File: src/rtl/alu_op_sequencer.sv
// rtl/alu_op_sequencer.sv - buffers host operands, then issues one ALU cmd beat followed by the operand words
module alu_op_sequencer #(
    parameter int DEPTH     = 16,
    parameter int INT_WIDTH = 8
) (
    input  logic                 clk,
    input  logic                 rst_n,
    input  logic [INT_WIDTH-1:0] in_data,
    input  logic                 in_vld,
    output logic                 in_rdy,
    input  logic                 go,
    input  logic [2:0]           go_opcode,
    output logic                 go_rdy,
    input  logic                 alu_rdy,
    output logic [13:0]          cmd_o,
    output logic [INT_WIDTH:0]   word_o,
    output logic [9:0]           fill_cnt,
    output logic                 err_o
);

    localparam int               PTR_W    = (DEPTH > 1) ? $clog2(DEPTH) : 1;
    localparam logic [9:0]       DEPTH_C  = 10'(DEPTH);
    localparam logic [PTR_W-1:0] LAST_PTR = PTR_W'(DEPTH - 1);
    localparam logic [2:0]       MAX_OP   = 3'd4;

    typedef enum logic [1:0] {
        S_IDLE,
        S_CMD,
        S_STREAM
    } state_t;

    state_t               r_state;
    logic [INT_WIDTH-1:0] r_mem [DEPTH];
    logic [PTR_W-1:0]     r_wr_ptr;
    logic [PTR_W-1:0]     r_rd_ptr;
    logic [9:0]           r_fill;
    logic [9:0]           r_remain;
    logic [13:0]          r_cmd;
    logic [INT_WIDTH:0]   r_word;
    logic                 r_err;

    logic                 w_idle;
    logic                 w_in_rdy;
    logic                 w_push;
    logic                 w_go_ok;
    logic                 w_go_bad;
    logic [PTR_W-1:0]     w_wr_next;
    logic [PTR_W-1:0]     w_rd_next;

    assign w_idle    = (r_state == S_IDLE);
    // go wins over a simultaneous push so num_words matches what is already buffered
    assign w_in_rdy  = w_idle && (r_fill < DEPTH_C) && !go;
    assign w_push    = in_vld && w_in_rdy;
    assign w_go_ok   = w_idle && go && (r_fill != 10'd0) && (go_opcode <= MAX_OP);
    assign w_go_bad  = w_idle && go && !w_go_ok;
    assign w_wr_next = (r_wr_ptr == LAST_PTR) ? '0 : r_wr_ptr + 1'b1;
    assign w_rd_next = (r_rd_ptr == LAST_PTR) ? '0 : r_rd_ptr + 1'b1;

    assign in_rdy   = w_in_rdy;
    assign go_rdy   = w_idle;
    assign cmd_o    = r_cmd;
    assign word_o   = r_word;
    assign fill_cnt = r_fill;
    assign err_o    = r_err;

    // storage only; contents are meaningless after reset because the pointers clear
    always_ff @(posedge clk) begin
        if (w_push) begin
            r_mem[r_wr_ptr] <= in_data;
        end
    end

    always_ff @(posedge clk or negedge rst_n) begin
        if (!rst_n) begin
            r_state  <= S_IDLE;
            r_wr_ptr <= '0;
            r_rd_ptr <= '0;
            r_fill   <= '0;
            r_remain <= '0;
            r_cmd    <= '0;
            r_word   <= '0;
            r_err    <= 1'b0;
        end else begin
            r_err <= 1'b0;
            case (r_state)
                S_IDLE: begin
                    r_err <= w_go_bad;
                    if (w_push) begin
                        r_wr_ptr <= w_wr_next;
                        r_fill   <= r_fill + 10'd1;
                    end
                    if (w_go_ok) begin
                        r_cmd    <= {1'b1, go_opcode, r_fill};
                        r_remain <= r_fill;
                        r_state  <= S_CMD;
                    end
                end
                S_CMD: begin
                    if (alu_rdy) begin
                        r_cmd   <= '0;
                        r_word  <= {1'b1, r_mem[r_rd_ptr]};
                        r_state <= S_STREAM;
                    end
                end
                S_STREAM: begin
                    if (alu_rdy) begin
                        r_rd_ptr <= w_rd_next;
                        r_fill   <= r_fill - 10'd1;
                        r_remain <= r_remain - 10'd1;
                        // prefetch the next head so back-to-back pops run without a bubble
                        if (r_remain <= 10'd1) begin
                            r_word  <= '0;
                            r_state <= S_IDLE;
                        end else begin
                            r_word <= {1'b1, r_mem[w_rd_next]};
                        end
                    end
                end
                default: begin
                    r_state <= S_IDLE;
                end
            endcase
        end
    end

endmodule

File: config.mk
export PLATFORM = sky130hd
export DESIGN_NAME = alu_op_sequencer
export DESIGN_NICKNAME = d
export VERILOG_FILES = /design/src/rtl/alu_op_sequencer.sv
export SDC_FILE = /design/constraint.sdc
export NUM_CORES = 1
export LEC_CHECK = 0
export ABC_AREA = 1
export CAP_MARGIN = 20
export CORE_MARGIN = 1
export CORE_UTILIZATION = 50
export DETAILED_ROUTE_END_ITERATION = 12
export PLACE_DENSITY_LB_ADDON = 0.1
export REMOVE_ABC_BUFFERS = 1
export SLEW_MARGIN = 20
export SYNTH_ARGS = -nofsm -noshare
export SYNTH_HDL_FRONTEND = slang
export SYNTH_SLANG_ARGS = --single-unit
File: constraint.sdc
create_clock -name clk -period 2.6 [get_ports clk]
set_clock_uncertainty 0.1 [all_clocks]
set_input_delay 0.52 -clock clk [delete_from_list [all_inputs] [get_ports clk]]
set_output_delay 0.52 -clock clk [all_outputs]
set_load 0.03 [all_outputs]
==> results.md <==
- Run status: completed
- Starting density of the core: 51.7%
- Setup crit start kind: flip-flop
- First-pass GRT wire length: 42.7 mm
- Largest net degree at the start of global routing: 67
- Pwr Density: 1200 mW/mm2
- Fraction of registers with async set or reset after synthesis: 29.7%
- Final hold vios: 0
- Crit Path Class: flip-flop to output pin
- RSZ-0062 raised after global routing: false
- Setup ws final: 0.133 ns
- CTS root buf: clkbuf_16
- DRT Wirelength: 27.0 mm
- F_max: 0.405 GHz
- Finished Cell Area: 0.0109 mm2
- Drt first pass iters: 7
- Most frequent cells in the layout: 244 x nand3_1, 209 x nand2_1, 128 x edfxtp_1, 118 x nor2_1, 86 x o21ai_0
- Hold WS: 0.384 ns
- Most common cell after layout, fill and taps aside: nand3_1
- Library cells used by synthesis: 32
- Row cnt: 49
- # port buffers: 51
- Initial antenna violation count: 0
- Worst path arrival time: 1.85 ns
- Width of the die: 139 um
- Core area: 0.0181 mm2
- CTS H-tree depth: 4
- Met3 WL: 2.22 mm
- Gp weighted congestion: 0.960
- Top_reg_cell synth: edfxtp_1
- Worst-Skew Late Latency: 0.43 ns
- TritonCTS Sinks: 182
- CP Max Fanout: 3
- Via/cell ratio: 5.88
- Post-route minimum period: 2.47 ns
- Maximum VDD drop: 579 uV
- Sequential area share after synthesis: 55.4%
- Full die area: 0.0193 mm2
- Io pins: 52
- Syn. warnings: 0
- Inserted Clock Buffers: 17
- Max Used Layer: met4
- P_leak: 4.42 nW
- Tcrit/Tclk final: 94.9%
- Final-report max-slew violation count: 0
- Hold Crit Class: flip-flop to flip-flop
- Final HPWL DP: 17.7 mm
- CP Capture Type: output pin
- NumNets Final: 1165
- EDFF count, synth: 128
- WL/cell: 19.5 um
- GR Overflow Total: 0
- CTS tree: yes
- Starting DRC count in detailed routing: 887
- Mean post-synth cell area: 8.74 um2
- DIE HEIGHT: 139 um
- Total GRT Usage: 29.3%
- Setup bufs post-CTS: 0
- DP Worst Slack: 0.156 ns
- Sequential Area: 0.00520 mm2
- DRC viols: 0
- Yosys reg bits: 182
- CTS max path bufs: 2
- Final ANT Viol Nets: 0
- Multi-input gate area: 0.00365 mm2
- Total number of vias: 8129
- Cell count after synthesis: 1074
- Least-Margin Pin Slew: 0.846 ns
- Number of global-route vias before repair: 7559
- Max_slew headroom: 43.4%
- Antenna fix cells: 0
- Number of max-cap violations: 0
- Final core utilization: 60.2%
- Mapped Area: 0.00938 mm2
- Layout cells sized above 1: 8.85%
- Placed cell area: 0.0104 mm2
- CP required: 1.98 ns
- Final Setup Violations: 0
- Met2 wire len: 12.1 mm
- Clk slew on worst S/H paths: 0.07 ns
- Area grow syn2layout: 16.4%
- Met1 WL: 12.0 mm
- FILL cells: 1568
- Setup TNS: 0 ns
==> critical path, cell delays in order (launching register included) <==
cell,delay (ns)
dfrtp_1,0.41
nor2_1,0.27
clkdlybuf4s50_1,0.73
==> flip-flops by register name, indices dropped and copies added (netlist names) <==
name      cells
r_remain     10
cmd_o        14
r_wr_ptr      4
r_state       2
r_rd_ptr      4
err_o         1
fill_cnt     10
word_o        9
r_mem       128
==> worst paths after layout <==
path                                    startpoint                       to  slack (ns)  cells past startpoint
min in group asynchronous                    rst_n  r_remain[5]$_DFFE_PN0P_        0.51                      3
hold reg to reg            r_remain[5]$_DFFE_PN0P_  r_remain[5]$_DFFE_PN0P_        0.38                      2
max in group asynchronous                    rst_n  r_rd_ptr[0]$_DFFE_PN0P_        1.60                      3
setup reg to reg           r_rd_ptr[0]$_DFFE_PN0P_    word_o[2]$_DFFE_PN0P_        0.25                      9
hold / removal             r_remain[5]$_DFFE_PN0P_  r_remain[5]$_DFFE_PN0P_        0.38                      2
setup / recovery            r_state[0]$_DFFE_PN0P_                   go_rdy        0.13                      2
==> Yosys cell counts (4+ instances only) <==
cell        n  area [um2]
o211ai_1   29         218
nand3b_1    7        52.6
o21ai_0    86         430
clkbuf_1   22        82.6
nand2_1   210         788
clkinv_1    4        15.0
a21oi_1    24         120
buf_4       8        60.1
nand3_1   245        1230
ha_1        9         113
inv_2       7        26.3
buf_2      28         140
xor2_1      9        78.8
nor2_1    118         443
edfxtp_1  128        3840
inv_1      55         206
dfrtp_1    54        1350
buf_1       4        15.0
o21ai_1     6        30.0
==> layout make-up <==
cell class	instances	area share, %
timing repair buffer	109	9.16
clock buffer	20	4.00
sequential	182	47.6
clock inverter	12	0.962
inverter	66	2.27
tap	229	2.62
multi-input combinational	764	33.4
==> per-stage QoR <==
step                instances  total power, mW
global route             1382             14.0
finish                   1382             13.1
floorplan                1012             7.84
detailed placement       1349             10.6
global placement         1349             10.6
CTS                      1382             13.1
==> where the power goes <==
part	switching, mW	internal [mW]	total [mW]
Clock	1.10	1.32	2.42
Sequential	0.346	3.48	3.83
Combinational	4.54	2.34	6.88
Total	5.98	7.14	13.1
==> layer usage <==
| metal | vias to the layer above | GRT usage [%] |
|---|---|---|
| met3 | 48 | 4.25 |
| li1 | 3844 | - |
| met4 | 0 | 11.9 |
| met5 | - | 0 |
| met2 | 407 | 43.7 |
| met1 | 3830 | 43.1 |
==> what timing repair did <==
action,in CTS,in global routing
hold endpoints to repair,54,0
endpoints found under the setup margin,1,1
gates resized for setup,1,2
hold buffers,1,0
==> cell families after synthesis <==
| family | Yosys count | share of synthesized area [%] |
|---|---|---|
| adders and majority gates | 9 | 1.20 |
| DFF | 182 | 55.4 |
| AOI/OAI and AO/OA | 151 | 8.99 |
| xor gates and xnor gates | 10 | 0.934 |
| buffers and inverters | 128 | 5.81 |
| and+or+nand+nor | 594 | 27.7 |
Power figures use the tool's default switching activity.
